`config.mk`:
```
export PLATFORM = sky130hd
export DESIGN_NAME = johnson_seq_ctrl
export DESIGN_NICKNAME = d
export VERILOG_FILES = /design/src/rtl/johnson_seq_ctrl.sv
export SDC_FILE = /design/constraint.sdc
export NUM_CORES = 1
export LEC_CHECK = 0
export ABC_AREA = 0
export ABC_CLOCK_PERIOD_IN_PS = 8100
export CAP_MARGIN = 20
export CORE_MARGIN = 8
export CORE_UTILIZATION = 55
export DETAILED_ROUTE_END_ITERATION = 8
export GPL_ROUTABILITY_DRIVEN = 0
export PLACE_DENSITY_LB_ADDON = 0.05
export SYNTH_ARGS = -nofsm -noshare
export SYNTH_HDL_FRONTEND = slang
export SYNTH_SLANG_ARGS = --single-unit
```
`constraint.sdc`:
```
create_clock -name clk -period 8.1 [get_ports clk]
set_clock_uncertainty 0.2 [all_clocks]
set_input_delay 1.215 -clock clk [delete_from_list [all_inputs] [get_ports clk]]
set_output_delay 1.215 -clock clk [all_outputs]
set_load 0.05 [all_outputs]
```
`src/rtl/johnson_seq_ctrl.sv`:
```
// johnson_seq_ctrl: command-driven Johnson (twisted-ring) counter sequencer.
// Commands (STOP/RUN/STEP/LOAD) arrive over a valid/ready handshake. The
// block applies a prescaler and a direction, and reports the phase index,
// busy and a done pulse.
// Optional build macro JSEQ_SELF_CORRECT_EN: illegal (non-Johnson) register
// contents are forced to zero and flagged on err. Without it err is tied 0.
module johnson_seq_ctrl #(
    parameter int WIDTH = 8,
    parameter int DIV_W = 4
) (
    input  logic                          clk,
    input  logic                          rst_n,
    input  logic                          cmd_valid,
    output logic                          cmd_ready,
    input  logic [1:0]                    cmd_op,
    input  logic                          cmd_dir,
    input  logic [DIV_W-1:0]              cmd_div,
    input  logic [WIDTH-1:0]              cmd_data,
    output logic [WIDTH-1:0]              jc_q,
    output logic [$clog2(2*WIDTH)-1:0]    phase_idx,
    output logic                          busy,
    output logic                          done,
    output logic                          err
);

    localparam int PIDX_W = $clog2(2*WIDTH);
    localparam logic [PIDX_W:0] TWO_W = (PIDX_W+1)'(2*WIDTH);

    localparam logic [1:0] OP_STOP = 2'd0;
    localparam logic [1:0] OP_RUN  = 2'd1;
    localparam logic [1:0] OP_STEP = 2'd2;
    localparam logic [1:0] OP_LOAD = 2'd3;

    typedef enum logic [1:0] {
        S_IDLE = 2'd0,
        S_RUN  = 2'd1,
        S_STEP = 2'd2
    } state_t;

    state_t             state, state_n;
    logic [WIDTH-1:0]   jc_n;
    logic [DIV_W-1:0]   pre_q, pre_n;
    logic [DIV_W-1:0]   div_q, div_n;
    logic               dir_q, dir_n;
    logic [WIDTH-1:0]   rem_q, rem_n;
    logic               done_n;
    logic               accept;
    logic [WIDTH-1:0]   jc_adv;
    logic [PIDX_W:0]    ones;
    logic [PIDX_W:0]    idx_full;

    // Handshake and status are pure functions of the state.
    assign cmd_ready = (state != S_STEP);
    assign busy      = (state != S_IDLE);
    assign accept    = cmd_valid && cmd_ready;

    // One-step advance in the latched direction; reverse undoes forward.
    assign jc_adv = dir_q ? {~jc_q[0], jc_q[WIDTH-1:1]}
                          : {jc_q[WIDTH-2:0], ~jc_q[WIDTH-1]};

    // Phase decode: popcount gives distance from the all-zero/all-one
    // corner; bit 0 tells which half of the ring we are on.
    always_comb begin
        ones = '0;
        for (int i = 0; i < WIDTH; i++)
            ones = ones + {{PIDX_W{1'b0}}, jc_q[i]};
        if (jc_q[0])
            idx_full = ones;
        else if (ones == '0)
            idx_full = '0;
        else
            idx_full = TWO_W - ones;
    end
    assign phase_idx = idx_full[PIDX_W-1:0];

`ifdef JSEQ_SELF_CORRECT_EN
    logic            err_q, err_n;
    logic [PIDX_W:0] n_trans;
    logic            illegal;

    // Count adjacent-bit transitions; a Johnson pattern has at most one.
    always_comb begin
        n_trans = '0;
        for (int i = 0; i < WIDTH-1; i++)
            n_trans = n_trans + {{PIDX_W{1'b0}}, jc_q[i] ^ jc_q[i+1]};
    end
    assign illegal = (n_trans > (PIDX_W+1)'(1));
    assign err     = err_q;
`else
    assign err = 1'b0;
`endif

    // Next-state: prescaled advance, command handling, optional correction.
    always_comb begin
        state_n = state;
        jc_n    = jc_q;
        pre_n   = pre_q;
        div_n   = div_q;
        dir_n   = dir_q;
        rem_n   = rem_q;
        done_n  = 1'b0;
`ifdef JSEQ_SELF_CORRECT_EN
        err_n   = 1'b0;
`endif

        if (state == S_RUN || state == S_STEP) begin
            if (pre_q == '0) begin
                jc_n  = jc_adv;
                pre_n = div_q;
                if (state == S_STEP) begin
                    rem_n = rem_q - WIDTH'(1);
                    if (rem_q == WIDTH'(1)) begin
                        state_n = S_IDLE;
                        done_n  = 1'b1;
                    end
                end
            end else begin
                pre_n = pre_q - DIV_W'(1);
            end
        end

        // An accepted command owns this edge: no advance alongside it.
        if (accept) begin
            jc_n = jc_q;
            unique case (cmd_op)
                OP_STOP: state_n = S_IDLE;
                OP_RUN: begin
                    state_n = S_RUN;
                    dir_n   = cmd_dir;
                    div_n   = cmd_div;
                    pre_n   = cmd_div;
                end
                OP_STEP: begin
                    if (cmd_data == '0) begin
                        state_n = S_IDLE;
                        done_n  = 1'b1;
                    end else begin
                        state_n = S_STEP;
                        dir_n   = cmd_dir;
                        div_n   = cmd_div;
                        pre_n   = cmd_div;
                        rem_n   = cmd_data;
                    end
                end
                OP_LOAD: begin
                    state_n = S_IDLE;
                    jc_n    = cmd_data;
                end
                default: state_n = state;
            endcase
        end

`ifdef JSEQ_SELF_CORRECT_EN
        // Correction wins over any advance or load at this edge.
        if (illegal) begin
            jc_n  = '0;
            err_n = 1'b1;
        end
`endif
    end

    // State and datapath registers with synchronous active-low reset.
    always_ff @(posedge clk) begin
        if (!rst_n) begin
            state <= S_IDLE;
            jc_q  <= '0;
            pre_q <= '0;
            div_q <= '0;
            dir_q <= 1'b0;
            rem_q <= '0;
            done  <= 1'b0;
`ifdef JSEQ_SELF_CORRECT_EN
            err_q <= 1'b0;
`endif
        end else begin
            state <= state_n;
            jc_q  <= jc_n;
            pre_q <= pre_n;
            div_q <= div_n;
            dir_q <= dir_n;
            rem_q <= rem_n;
            done  <= done_n;
`ifdef JSEQ_SELF_CORRECT_EN
            err_q <= err_n;
`endif
        end
    end

endmodule

```
==> reports/results.ini <==
[status]
status=finished clean

[synth]
synth_top_flop_cell=dfxtp_1
syn_nets=284
ys_seq_area_share_pct=28.2
async_flop_share_pct=0
ys_types=49
syn_inst=249
synth_seq_cells=28
synth_warnings=0
postSynthAreaPerCell_sq_um=7.97
synth_area_sq_um=1990
synth_edf_count=0

[placement]
place_hpwl_um=3540
port_buffers=32

[sta]
rsz0062_at_grt=false
setup-tns-final_ns=0
tightest_slew_ns=0.771
hold_viol_final=0
setup_viol=0
max_slew_margin_pct=48.6
fmax_mhz=167
layout_min_cycle_time_ns=6.00
post-route-period-util_pct=74.1
final_max_slew_viol_count=0

[drt]
vias_per_cell=5.57
ant_nets=0
via_count=1787
first_iter_violations=210
drcViolationCount=0
drt-wirelength-per-cell_um=14.4
first_pass_iters=4
wl_um=4620

[die]
io_pins=34
chipHeight_um=76.1
core_area_sq_um=3580
rows=22
die_w_um=76.1
dieArea_sq_um=5790
start_util_pct=55.5

[cts]
htree_levels=1
clk_pin_slew_ns=0.16
post_cts_resized=0
cts_buffer_depth=2
clk_latency_ns=0.33
cts_buffers=3
cts-hold-fix-buffers=0
clock-sinks=28
cts_setup_buffers=0
root_buffer=clkbuf_4
cts_tree=yes

[global_routing]
grt_pass1_wl_um=8080
met3_usage_pct=2.95
grt_use_met1_pct=20.8
grt_pass1_vias=1763
grt_start_max_net_pins=21
use_met2_pct=27.2
grt-busiest-layer=met2
grt-ovfl-total=0
antenna_found_initial=0
track_usage_pct=16.1

[worst_setup_path]
cp.required_ns=6.68
r2r-end=jc_q[7]$_SDFFE_PN0P_
critPathSlowestCell=clkdlybuf4s50_1
max_stage_delay_ns=0.82
critPathMaxFanout=11
r2r_slack_ns=5.45
r2r_start=state[0]$_SDFFE_PN0P_
crit_path_end_kind=output pin
crit_chain=fa_1, inv_1, fa_1, fa_1, inv_1, ha_1, inv_1, fa_1, ha_1, o21ai_0, a221oi_1, o22ai_1, clkdlybuf4s50_1
worst_r2r_path_depth=6
cp.arrival_ns=4.59
crit_path_start_kind=flip-flop
cpMostUsedCell=fa_1
worstSetupPathType=flip-flop to output pin

[cells_and_area]
syn2layout_area_growth_pct=18.7
diodes=0
drive_gt1_share_pct=5.49
fin_nets=309

[min_path]
hold_end=div_q[3]$_SDFFE_PN0P_
hold_start=div_q[3]$_SDFFE_PN0P_
min_path_type=flip-flop to flip-flop
holdPathStages=2

[power_and_ir_drop]
vdd_drop_max_mv=0.178
leakage_nw=0.878
power.density_nw_per_um2=179
finalPower_uw=422

[flow_run]
max_cap_violations=0

==> power by group <==
group          switching [mW]  leakage (nW)  internal [mW]
registers             0.00834         0.228          0.145
logic                   0.109         0.623         0.0661
clock network          0.0436        0.0279         0.0501
total                   0.161         0.878          0.261
==> cell type report <==
cell class              count  area [sq um]
clock buffers               3          22.5
clock inverters             1          30.0
fillers                   316          1220
inverters                  25          93.8
multi-input cells         184          1270
flip-flops and latches     28           561
well taps                  48          60.1
repair buffers             32           320
==> stage by stage <==
step	std cells	area, sq um	utilization [%]	hold slack [ns]	worst slack, ns
global route	321	2360	65.9	0.303	1.76
detailed placement	317	2300	64.4	0.260	2.48
global placement	317	2300	64.4	0.250	2.51
floorplan	249	1990	-	0.231	2.56
finish	321	2360	65.9	0.272	2.10
CTS	321	2360	65.9	0.280	2.07
==> placed cells by master, fill, tap and decap left out, types with 13 or more instances in the layout <==
| cell type | instances |
|---|---|
| dfxtp_1 | 28 |
| inv_1 | 24 |
| nand3_1 | 14 |
| nand2_1 | 27 |
| a21oi_1 | 20 |
| o21ai_0 | 14 |
| ha_1 | 13 |
| nor2_1 | 13 |
| o211ai_1 | 16 |
| clkdlybuf4s50_1 | 32 |
==> cells in the mapped netlist (2+ instances only) <==
cell	number	share of area, %
a211oi_1	3	1.1
a21oi_1	20	5.0
and3_1	4	1.3
buf_2	3	0.76
buf_4	2	0.76
clkbuf_1	5	0.95
dfxtp_1	28	28
fa_1	4	4.0
ha_1	13	8.2
inv_1	24	4.5
mux2_2	2	1.1
mux2i_1	4	2.0
nand2_1	27	5.1
nand3_1	14	3.5
nand4_1	5	1.6
nor2_1	13	2.5
nor2b_1	3	0.95
nor3_1	2	0.50
nor3b_1	6	2.3
nor4_1	3	0.95
o211ai_1	16	6.0
o21ai_0	14	3.5
o31ai_1	2	0.76
or4_4	2	1.1
xor2_1	6	2.6
==> layer usage <==
layer	vias up	share of wire (%)
met1	829	48
met4	0	0.78
li1	919	-
met2	33	47
met3	6	3.6
met5	-	0
==> sequential cells by signal, indices dropped and copies added (netlist names) <==
signal,flops
rem_q,8
state,2
jc_q,8
dir_q,1
div_q,4
done,1
pre_q,4
==> worst max-delay path: cells and delay by family (launching register included) <==
| family | cells | cell delay, ns |
|---|---|---|
| flops | 1 | 0.58 |
| buf+inv | 4 | 1.00 |
| compound gates | 3 | 0.43 |
| fa+ha+maj | 6 | 2.24 |
==> worst max path at each step <==
stage                    startpoint           end  slack, ns  depth (start not counted)
4_1_cts        jc_q[0]$_SDFFE_PN0P_  phase_idx[3]       2.07                         13
6_report       jc_q[0]$_SDFFE_PN0P_  phase_idx[3]       2.10                         13
2_1_floorplan  jc_q[1]$_SDFFE_PN0P_  phase_idx[3]       2.56                         12
3_5_place_dp   jc_q[0]$_SDFFE_PN0P_  phase_idx[3]       2.48                         13
5_1_grt        jc_q[0]$_SDFFE_PN0P_  phase_idx[3]       1.76                         13
3_3_place_gp   jc_q[0]$_SDFFE_PN0P_  phase_idx[3]       2.51                         13
==> kinds of logic after synthesis <==
logic type	synth area share (%)
other	0.189
flip-flops	28.2
buffers and inverters	7.81
adder cells (fa/ha/maj)	12.2
AO/OA/AOI/OAI	21.8
multiplexers	3.84
AND/OR/NAND/NOR	22.8
XOR/XNOR	3.09
Power figures use the tool's default switching activity.
